`src/rtl/sal_bank_ctrl_pkg.sv`:
```
// Shared types and widths for the per-bank DRAM command generator.
// Field widths for the DRAM address, AXI id/len and timing counters live here.
package sal_bk_pkg;

    localparam int DRAM_BA_W = 3;
    localparam int DRAM_RA_W = 16;
    localparam int DRAM_CA_W = 10;
    localparam int AXI_ID_W  = 4;
    localparam int AXI_LEN_W = 8;
    localparam int T_W       = 8;

    typedef enum logic [1:0] {
        ST_CLOSED     = 2'd0,
        ST_OPEN       = 2'd1,
        ST_REFRESHING = 2'd2
    } bank_state_t;

    typedef struct packed {
        logic                 wr;
        logic [AXI_ID_W-1:0]  id;
        logic [DRAM_RA_W-1:0] ra;
        logic [DRAM_CA_W-1:0] ca;
        logic [AXI_LEN_W-1:0] len;
    } held_req_t;

endpackage

```
`src/rtl/sal_bank_ctrl_if.sv`:
```
// Interfaces of the bank controller: request handshake, timing monitor and scheduler commands.
// The controller binds to the slave side of the request and timing interfaces and the master side of the scheduler one.
interface sal_bk_req_if;
    import sal_bk_pkg::*;

    logic                 req_valid;
    logic                 req_wr;
    logic [AXI_ID_W-1:0]  req_id;
    logic [DRAM_RA_W-1:0] req_ra;
    logic [DRAM_CA_W-1:0] req_ca;
    logic [AXI_LEN_W-1:0] req_len;
    logic                 req_ready;

    modport master (
        output req_valid, req_wr, req_id, req_ra, req_ca, req_len,
        input  req_ready
    );
    modport slave (
        input  req_valid, req_wr, req_id, req_ra, req_ca, req_len,
        output req_ready
    );
endinterface

interface sal_timing_if;
    import sal_bk_pkg::*;

    logic [T_W-1:0] t_rcd_m1;
    logic [T_W-1:0] t_rp_m1;
    logic [T_W-1:0] t_ras_m1;
    logic [T_W-1:0] t_rfc_m1;
    logic [T_W-1:0] t_rtp_m1;
    logic [T_W-1:0] t_wtp_m1;

    modport master (output t_rcd_m1, t_rp_m1, t_ras_m1, t_rfc_m1, t_rtp_m1, t_wtp_m1);
    modport slave  (input  t_rcd_m1, t_rp_m1, t_ras_m1, t_rfc_m1, t_rtp_m1, t_wtp_m1);
endinterface

interface sal_sched_if;
    import sal_bk_pkg::*;

    logic                 act_req;
    logic                 rd_req;
    logic                 wr_req;
    logic                 pre_req;
    logic                 ref_req;
    logic                 act_gnt;
    logic                 rd_gnt;
    logic                 wr_gnt;
    logic                 pre_gnt;
    logic                 ref_gnt;
    logic [DRAM_BA_W-1:0] sched_ba;
    logic [DRAM_RA_W-1:0] sched_ra;
    logic [DRAM_CA_W-1:0] sched_ca;
    logic [AXI_ID_W-1:0]  sched_id;
    logic [AXI_LEN_W-1:0] sched_len;

    modport master (
        output act_req, rd_req, wr_req, pre_req, ref_req,
        output sched_ba, sched_ra, sched_ca, sched_id, sched_len,
        input  act_gnt, rd_gnt, wr_gnt, pre_gnt, ref_gnt
    );
    modport slave (
        input  act_req, rd_req, wr_req, pre_req, ref_req,
        input  sched_ba, sched_ra, sched_ca, sched_id, sched_len,
        output act_gnt, rd_gnt, wr_gnt, pre_gnt, ref_gnt
    );
endinterface

```
`src/rtl/sal_bank_ctrl_tcnt.sv`:
```
// Loadable saturating down-counter; is_zero marks the timing constraint as satisfied.
module sal_tcnt #(
    parameter int W = 8
) (
    input  logic         clk,
    input  logic         rst_n,
    input  logic         load,
    input  logic [W-1:0] load_val,
    output logic         is_zero
);

    logic [W-1:0] cnt;

    always_ff @(posedge clk or negedge rst_n) begin
        if (!rst_n) begin
            cnt <= '0;
        end else if (load) begin
            cnt <= load_val;
        end else if (cnt != '0) begin
            cnt <= cnt - W'(1);
        end
    end

    assign is_zero = (cnt == '0);

endmodule

```
`src/rtl/sal_bank_ctrl.sv`:
```
// Per-bank DRAM command generator: holds one request, tracks the open row and
// raises ACT/RD/WR/PRE/REF toward the scheduler once intra-bank timing allows.
//
// state         | meaning
// --------------+------------------------------------------------------------
// ST_CLOSED     | no row open; may ACT the held request or REF when pending
// ST_OPEN       | open_row active; RD/WR on hit, PRE on miss or refresh
// ST_REFRESHING | refresh granted, waiting for tRFC before returning to CLOSED
module sal_bank_ctrl
    import sal_bk_pkg::*;
#(
    parameter int BK_ID = 0
) (
    input  logic        clk,
    input  logic        rst_n,
    sal_timing_if.slave tim,
    sal_bk_req_if.slave bk,
    sal_sched_if.master sch,
    input  logic        ref_pend_i,
    output logic        ref_done_o
);

    bank_state_t          state;
    bank_state_t          state_nxt;
    held_req_t            hreq;
    logic                 held;
    logic                 out_of_rst;
    logic [DRAM_RA_W-1:0] open_row;
    logic                 row_hit;

    logic act_r, rd_r, wr_r, pre_r, ref_r;
    logic act_fire, rd_fire, wr_fire, pre_fire, ref_fire;
    logic rcd_z, rp_z, ras_z, rfc_z, rtp_z, wtp_z;

    // A grant only counts when it answers our own request.
    assign act_fire = act_r & sch.act_gnt;
    assign rd_fire  = rd_r  & sch.rd_gnt;
    assign wr_fire  = wr_r  & sch.wr_gnt;
    assign pre_fire = pre_r & sch.pre_gnt;
    assign ref_fire = ref_r & sch.ref_gnt;

    assign row_hit    = (hreq.ra == open_row);
    assign ref_done_o = ref_fire;

    // A pending refresh blocks new loads; a request already held still completes.
    assign bk.req_ready = out_of_rst & ~held & ~ref_pend_i;

    always_ff @(posedge clk or negedge rst_n) begin
        if (!rst_n) begin
            out_of_rst <= 1'b0;
            held       <= 1'b0;
            hreq       <= '0;
            open_row   <= '0;
        end else begin
            out_of_rst <= 1'b1;
            if (bk.req_valid && bk.req_ready) begin
                held     <= 1'b1;
                hreq.wr  <= bk.req_wr;
                hreq.id  <= bk.req_id;
                hreq.ra  <= bk.req_ra;
                hreq.ca  <= bk.req_ca;
                hreq.len <= bk.req_len;
            end else if (rd_fire || wr_fire) begin
                held <= 1'b0;
            end
            if (act_fire) begin
                open_row <= hreq.ra;
            end
        end
    end

    sal_tcnt #(.W(T_W)) u_rcd (.clk(clk), .rst_n(rst_n), .load(act_fire), .load_val(tim.t_rcd_m1), .is_zero(rcd_z));
    sal_tcnt #(.W(T_W)) u_ras (.clk(clk), .rst_n(rst_n), .load(act_fire), .load_val(tim.t_ras_m1), .is_zero(ras_z));
    sal_tcnt #(.W(T_W)) u_rtp (.clk(clk), .rst_n(rst_n), .load(rd_fire),  .load_val(tim.t_rtp_m1), .is_zero(rtp_z));
    sal_tcnt #(.W(T_W)) u_wtp (.clk(clk), .rst_n(rst_n), .load(wr_fire),  .load_val(tim.t_wtp_m1), .is_zero(wtp_z));
    sal_tcnt #(.W(T_W)) u_rp  (.clk(clk), .rst_n(rst_n), .load(pre_fire), .load_val(tim.t_rp_m1),  .is_zero(rp_z));
    sal_tcnt #(.W(T_W)) u_rfc (.clk(clk), .rst_n(rst_n), .load(ref_fire), .load_val(tim.t_rfc_m1), .is_zero(rfc_z));

    always_ff @(posedge clk or negedge rst_n) begin
        if (!rst_n) begin
            state <= ST_CLOSED;
        end else begin
            state <= state_nxt;
        end
    end

    always_comb begin
        state_nxt = state;
        case (state)
            ST_CLOSED: begin
                if (ref_fire) begin
                    state_nxt = ST_REFRESHING;
                end else if (act_fire) begin
                    state_nxt = ST_OPEN;
                end
            end
            ST_OPEN: begin
                if (pre_fire) begin
                    state_nxt = ST_CLOSED;
                end
            end
            ST_REFRESHING: begin
                if (rfc_z) begin
                    state_nxt = ST_CLOSED;
                end
            end
            default: state_nxt = ST_CLOSED;
        endcase
    end

    always_comb begin
        act_r = 1'b0;
        rd_r  = 1'b0;
        wr_r  = 1'b0;
        pre_r = 1'b0;
        ref_r = 1'b0;
        case (state)
            ST_CLOSED: begin
                if (ref_pend_i && !held) begin
                    ref_r = rp_z;
                end else if (held) begin
                    act_r = rp_z & rfc_z;
                end
            end
            ST_OPEN: begin
                if (held && row_hit) begin
                    rd_r = rcd_z & ~hreq.wr;
                    wr_r = rcd_z &  hreq.wr;
                end else if (held || ref_pend_i) begin
                    pre_r = ras_z & rtp_z & wtp_z;
                end
            end
            default: ;
        endcase

        sch.sched_ba  = '0;
        sch.sched_ra  = '0;
        sch.sched_ca  = '0;
        sch.sched_id  = '0;
        sch.sched_len = '0;
        if (act_r || rd_r || wr_r || pre_r || ref_r) begin
            sch.sched_ba = DRAM_BA_W'(BK_ID);
            if (pre_r) begin
                sch.sched_ra = open_row;
            end else if (!ref_r) begin
                sch.sched_ra = hreq.ra;
            end
            if (held) begin
                sch.sched_ca  = hreq.ca;
                sch.sched_id  = hreq.id;
                sch.sched_len = hreq.len;
            end
        end
    end

    assign sch.act_req = act_r;
    assign sch.rd_req  = rd_r;
    assign sch.wr_req  = wr_r;
    assign sch.pre_req = pre_r;
    assign sch.ref_req = ref_r;

endmodule
```
`src/flat_wrapper.sv`:
```
// flat-port wrapper written by rule: the top's interface ports become plain ports
module sal_bank_ctrl_flat import sal_bk_pkg::*;
#(
    parameter int BK_ID = 0
)
  (clk, rst_n, ref_pend_i, ref_done_o, tim_t_rcd_m1, tim_t_rp_m1, tim_t_ras_m1, tim_t_rfc_m1, tim_t_rtp_m1, tim_t_wtp_m1, bk_req_valid, bk_req_wr, bk_req_id, bk_req_ra, bk_req_ca, bk_req_len, bk_req_ready, sch_act_req, sch_rd_req, sch_wr_req, sch_pre_req, sch_ref_req, sch_sched_ba, sch_sched_ra, sch_sched_ca, sch_sched_id, sch_sched_len, sch_act_gnt, sch_rd_gnt, sch_wr_gnt, sch_pre_gnt, sch_ref_gnt);
  sal_timing_if tim_i ();
  sal_bk_req_if bk_i ();
  sal_sched_if sch_i ();
  input  logic clk;
  input  logic rst_n;
  input  logic ref_pend_i;
  output logic ref_done_o;
  input wire logic [$bits(tim_i.t_rcd_m1)-1:0] tim_t_rcd_m1;
  input wire logic [$bits(tim_i.t_rp_m1)-1:0] tim_t_rp_m1;
  input wire logic [$bits(tim_i.t_ras_m1)-1:0] tim_t_ras_m1;
  input wire logic [$bits(tim_i.t_rfc_m1)-1:0] tim_t_rfc_m1;
  input wire logic [$bits(tim_i.t_rtp_m1)-1:0] tim_t_rtp_m1;
  input wire logic [$bits(tim_i.t_wtp_m1)-1:0] tim_t_wtp_m1;
  input wire logic [$bits(bk_i.req_valid)-1:0] bk_req_valid;
  input wire logic [$bits(bk_i.req_wr)-1:0] bk_req_wr;
  input wire logic [$bits(bk_i.req_id)-1:0] bk_req_id;
  input wire logic [$bits(bk_i.req_ra)-1:0] bk_req_ra;
  input wire logic [$bits(bk_i.req_ca)-1:0] bk_req_ca;
  input wire logic [$bits(bk_i.req_len)-1:0] bk_req_len;
  output wire logic [$bits(bk_i.req_ready)-1:0] bk_req_ready;
  output wire logic [$bits(sch_i.act_req)-1:0] sch_act_req;
  output wire logic [$bits(sch_i.rd_req)-1:0] sch_rd_req;
  output wire logic [$bits(sch_i.wr_req)-1:0] sch_wr_req;
  output wire logic [$bits(sch_i.pre_req)-1:0] sch_pre_req;
  output wire logic [$bits(sch_i.ref_req)-1:0] sch_ref_req;
  output wire logic [$bits(sch_i.sched_ba)-1:0] sch_sched_ba;
  output wire logic [$bits(sch_i.sched_ra)-1:0] sch_sched_ra;
  output wire logic [$bits(sch_i.sched_ca)-1:0] sch_sched_ca;
  output wire logic [$bits(sch_i.sched_id)-1:0] sch_sched_id;
  output wire logic [$bits(sch_i.sched_len)-1:0] sch_sched_len;
  input wire logic [$bits(sch_i.act_gnt)-1:0] sch_act_gnt;
  input wire logic [$bits(sch_i.rd_gnt)-1:0] sch_rd_gnt;
  input wire logic [$bits(sch_i.wr_gnt)-1:0] sch_wr_gnt;
  input wire logic [$bits(sch_i.pre_gnt)-1:0] sch_pre_gnt;
  input wire logic [$bits(sch_i.ref_gnt)-1:0] sch_ref_gnt;
  assign tim_i.t_rcd_m1 = tim_t_rcd_m1;
  assign tim_i.t_rp_m1 = tim_t_rp_m1;
  assign tim_i.t_ras_m1 = tim_t_ras_m1;
  assign tim_i.t_rfc_m1 = tim_t_rfc_m1;
  assign tim_i.t_rtp_m1 = tim_t_rtp_m1;
  assign tim_i.t_wtp_m1 = tim_t_wtp_m1;
  assign bk_i.req_valid = bk_req_valid;
  assign bk_i.req_wr = bk_req_wr;
  assign bk_i.req_id = bk_req_id;
  assign bk_i.req_ra = bk_req_ra;
  assign bk_i.req_ca = bk_req_ca;
  assign bk_i.req_len = bk_req_len;
  assign bk_req_ready = bk_i.req_ready;
  assign sch_act_req = sch_i.act_req;
  assign sch_rd_req = sch_i.rd_req;
  assign sch_wr_req = sch_i.wr_req;
  assign sch_pre_req = sch_i.pre_req;
  assign sch_ref_req = sch_i.ref_req;
  assign sch_sched_ba = sch_i.sched_ba;
  assign sch_sched_ra = sch_i.sched_ra;
  assign sch_sched_ca = sch_i.sched_ca;
  assign sch_sched_id = sch_i.sched_id;
  assign sch_sched_len = sch_i.sched_len;
  assign sch_i.act_gnt = sch_act_gnt;
  assign sch_i.rd_gnt = sch_rd_gnt;
  assign sch_i.wr_gnt = sch_wr_gnt;
  assign sch_i.pre_gnt = sch_pre_gnt;
  assign sch_i.ref_gnt = sch_ref_gnt;
  sal_bank_ctrl #(.BK_ID(BK_ID)) u_core (.clk(clk), .rst_n(rst_n), .tim(tim_i), .bk(bk_i), .sch(sch_i), .ref_pend_i(ref_pend_i), .ref_done_o(ref_done_o));
endmodule
```
`config.mk`:
```
export PLATFORM = sky130hd
export DESIGN_NAME = sal_bank_ctrl_flat
export DESIGN_NICKNAME = d
export VERILOG_FILES = /design/src/rtl/sal_bank_ctrl_pkg.sv /design/src/rtl/sal_bank_ctrl_if.sv /design/src/rtl/sal_bank_ctrl_tcnt.sv /design/src/rtl/sal_bank_ctrl.sv /design/src/flat_wrapper.sv
export SDC_FILE = /design/constraint.sdc
export NUM_CORES = 1
export LEC_CHECK = 0
export BUFFER_PORTS_ARGS = -buffer_cell sky130_fd_sc_hd__buf_4
export CAP_MARGIN = 20
export CORE_MARGIN = 5
export CORE_UTILIZATION = 59
export DETAILED_ROUTE_END_ITERATION = 6
export PLACE_DENSITY = 0.91
export SYNTH_ARGS = -nofsm -noshare
export SYNTH_HDL_FRONTEND = slang
export SYNTH_HIERARCHICAL = 1
export SYNTH_SLANG_ARGS = --single-unit
```
`constraint.sdc`:
```
create_clock -name clk -period 7 [get_ports clk]
set_input_delay 0.7 -clock clk [delete_from_list [all_inputs] [get_ports clk]]
set_output_delay 0.7 -clock clk [all_outputs]
set_load 0.005 [all_outputs]
```
==> impl_metrics.yaml <==
clocking:
  cts_setup_buffers: 0
  clk_latency_ns: 0.39
  numCtsBuffers: 9
  clockBufferDepth: 2
  root_buffer: "clkbuf_8"
  cts_tree: "yes"
  clk_pin_slew_ns: 0.09
  postCtsHoldBufs: 0
  h-tree-depth: 3
  cts_resized: 0
  clock_sinks: 107
sta:
  slew_headroom_pct: 28.1
  skew_ns: 0.0110
  timing.final.crit_share_pct: 64.1
  tightest_slew_ns: 1.08
  fmax_ghz: 0.223
  hold_viol: 0
  finalSetupTns_ns: 0
  min_period_ns: 4.49
  slew_violations: 0
  worst_hold_slack_ns: 0.263
  grt_setup_unrepaired: "false"
  finalSetupViolCount: 0
layout:
  nFillCells: 735
  fin_nets: 900
  drive_gt1_share_pct: 25.9
  instances_no_fill: 938
  fin_util_pct: 72.8
  seq_area_sq_um: 2680
  area_growth_syn_to_layout_pct: 20.1
  n_antenna_cell: 0
  multiInputGateArea_sq_um: 3210
setup_path:
  crit_fanout: 38
  crit_chain: "inv_1, ha_1, or3b_1, nor2_1, or3b_1, nor3b_2, buf_4, nor2_1, o31a_2, a22oi_1, buf_4"
  critical_path_arrival_ns: 3.79
  critical_path_class: "reg2out"
  cp-end-kind: "output port"
  max_stage_delay_ns: 0.48
  crit_slowest_cell: "or3b_1"
  start_kind: "flop"
  crit_required_ns: 6.30
power:
  power.leakage_nw: 3.15
  vdd_drop_max_uv: 182
  p_per_area_nw_per_um2: 223
logic_synthesis:
  avgSynthCellArea_sq_um: 9.10
  yosys_warnings: 6
  seq_area_frac_synth_pct: 42.8
  synth_edf_count: 0
  syn-cell-area_sq_um: 6250
  synth.distinct_cells: 46
  synthArstFlopShare_pct: 100
  synth-seq-cells: 107
  netlist_instances: 687
  ys.flop_type: "dfrtp_1"
die:
  core_sq_um: 10300
  dieArea_sq_um: 12800
  die_h_um: 113
  die_w_um: 113
  start_util_pct: 60.6
  io-pin-count: 144
  rows: 37
global_route:
  grt_pass1_vias: 5787
  grt_pass1_wl_um: 28000
  antenna_found_initial: 0
  track_usage_pct: 26.8
  grt_overflow: 0
  grt_max_degree: 74
route:
  drt-pass1-iter-count: 6
  drt.antenna.violating_nets: 0
  wl_per_cell_um: 18.3
  vias: 5932
  drc: 0
  viasPerCell: 6.32
  routed_wl_um: 17100
  dr.first_iter.drc_count: 604
job:
  cap_violations: 0
placed_design:
  placed_cells: 921
  port_buffers: 140
  dp_hpwl_um: 12200
  gp_congestion: 0.876
status:
  status: "completed"
min_path:
  hold_path.class: "in2async"
## cells in the mapped netlist, types with 16 or more instances
| cell type | count | share of area [%] |
|---|---|---|
| a21oi_2 | 20 | 2.8 |
| inv_1 | 36 | 2.2 |
| clkbuf_1 | 24 | 1.4 |
| dfrtp_1 | 107 | 43 |
| nor3_1 | 20 | 1.6 |
| o211ai_1 | 17 | 2.0 |
| o21ai_0 | 45 | 3.6 |
| a21oi_1 | 21 | 1.7 |
| o41a_1 | 16 | 2.9 |
| nor2_1 | 38 | 2.3 |
| nand2_1 | 89 | 5.3 |
| a22oi_1 | 17 | 2.0 |
| o31ai_1 | 18 | 2.2 |
| mux2_2 | 22 | 4.0 |
| or3_1 | 23 | 2.3 |
## worst paths after layout
check | startpoint | endpoint | slack, ns | cells after the start
setup / recovery | u_core/u_rp/cnt[0] | sch_sched_ra[15] | 2.51 | 11
hold / removal | rst_n | u_core/u_wtp/cnt[3] | 0.26 | 1
setup reg to reg | u_core/u_rp/cnt[0] | u_core/u_ras/cnt[5] | 2.57 | 10
hold reg to reg | u_core/hreq[37] | u_core/hreq[37] | 0.52 | 1
max in group asynchronous | rst_n | u_core/hreq[21] | 5.43 | 2
min in group clk | bk_req_ra[13] | u_core/hreq[31] | 0.51 | 3
## routing by layer
metal	global-route usage, %	up-vias	wire length [um]
met5	0	-	0
li1	-	2766	-
met1	33.4	2858	6880
met3	8.13	24	1580
met4	7.69	0	229
met2	45.4	284	8440
## power breakdown
part / leakage, nW / internal (mW) / switching (mW)
logic: 1.77 / 0.228 / 0.218
registers: 1.29 / 0.750 / 0.115
clock network: 0.0928 / 0.149 / 0.212
total: 3.15 / 1.13 / 0.544
## sequential cells by signal, indices dropped and copies added, names as in the netlist
| register | count |
|---|---|
| u_core/u_rp/cnt | 8 |
| u_core/u_rtp/cnt | 8 |
| u_core/state | 2 |
| u_core/u_ras/cnt | 8 |
| u_core/held | 1 |
| u_core/u_wtp/cnt | 8 |
| u_core/u_rcd/cnt | 8 |
| u_core/out_of_rst | 1 |
| u_core/u_rfc/cnt | 8 |
| u_core/open_row | 16 |
| u_core/hreq | 39 |
## cell usage in the layout (no fill, tap or decap), types with 7 or more instances in the layout
cell type,netlist,final
a21oi_1,21,21
nand4_1,7,7
or3b_1,7,7
xor2_1,10,10
o31ai_1,18,18
a22oi_1,17,17
inv_1,36,36
o21ai_0,45,45
nor4_1,13,13
xnor2_1,11,11
clkbuf_8,0,11
buf_4,5,144
nor2_1,38,38
dfrtp_1,107,107
nor3_1,20,19
nand3_1,14,14
o211ai_1,17,17
mux2_2,22,22
or4_1,13,13
a21oi_2,20,20
nand2_1,89,89
or3_1,23,23
o41a_1,16,16
## per-stage QoR
step	instance area, sq um	setup slack, ns	power (mW)
6_report	7510	2.51	1.67
5_1_grt	7510	2.27	1.77
4_1_cts	7460	1.99	1.67
3_5_place_dp	7280	2.45	1.31
3_3_place_gp	7280	2.69	1.28
2_1_floorplan	6260	3.51	1.16
## cell type report
type / count / area share (%)
Clock buffer: 12 / 2.07
Clock inverter: 3 / 0.300
Inverter: 37 / 1.85
Multi-Input combinational cell: 497 / 42.7
Sequential cell: 107 / 35.6
Tap cell: 136 / 2.27
Timing Repair Buffer: 146 / 15.1
## worst max-delay path: cells and delay by family (launching register included)
kind            cells  cell delay, ns
flops               1            0.43
simple gates        5            1.38
fa+ha+maj           1            0.22
buf+inv             3            0.60
compound gates      2            0.77
## cell families after synthesis
family	after synthesis	synth area share (%)
other	2	0.120
flip-flops	107	42.8
AO/OA/AOI/OAI	207	24.0
multiplexers	22	3.96
AND/OR/NAND/NOR	237	18.6
XOR/XNOR	21	2.94
adder cells (fa/ha/maj)	6	1.20
buffers and inverters	85	6.34
(Power assumes the default switching activity.)
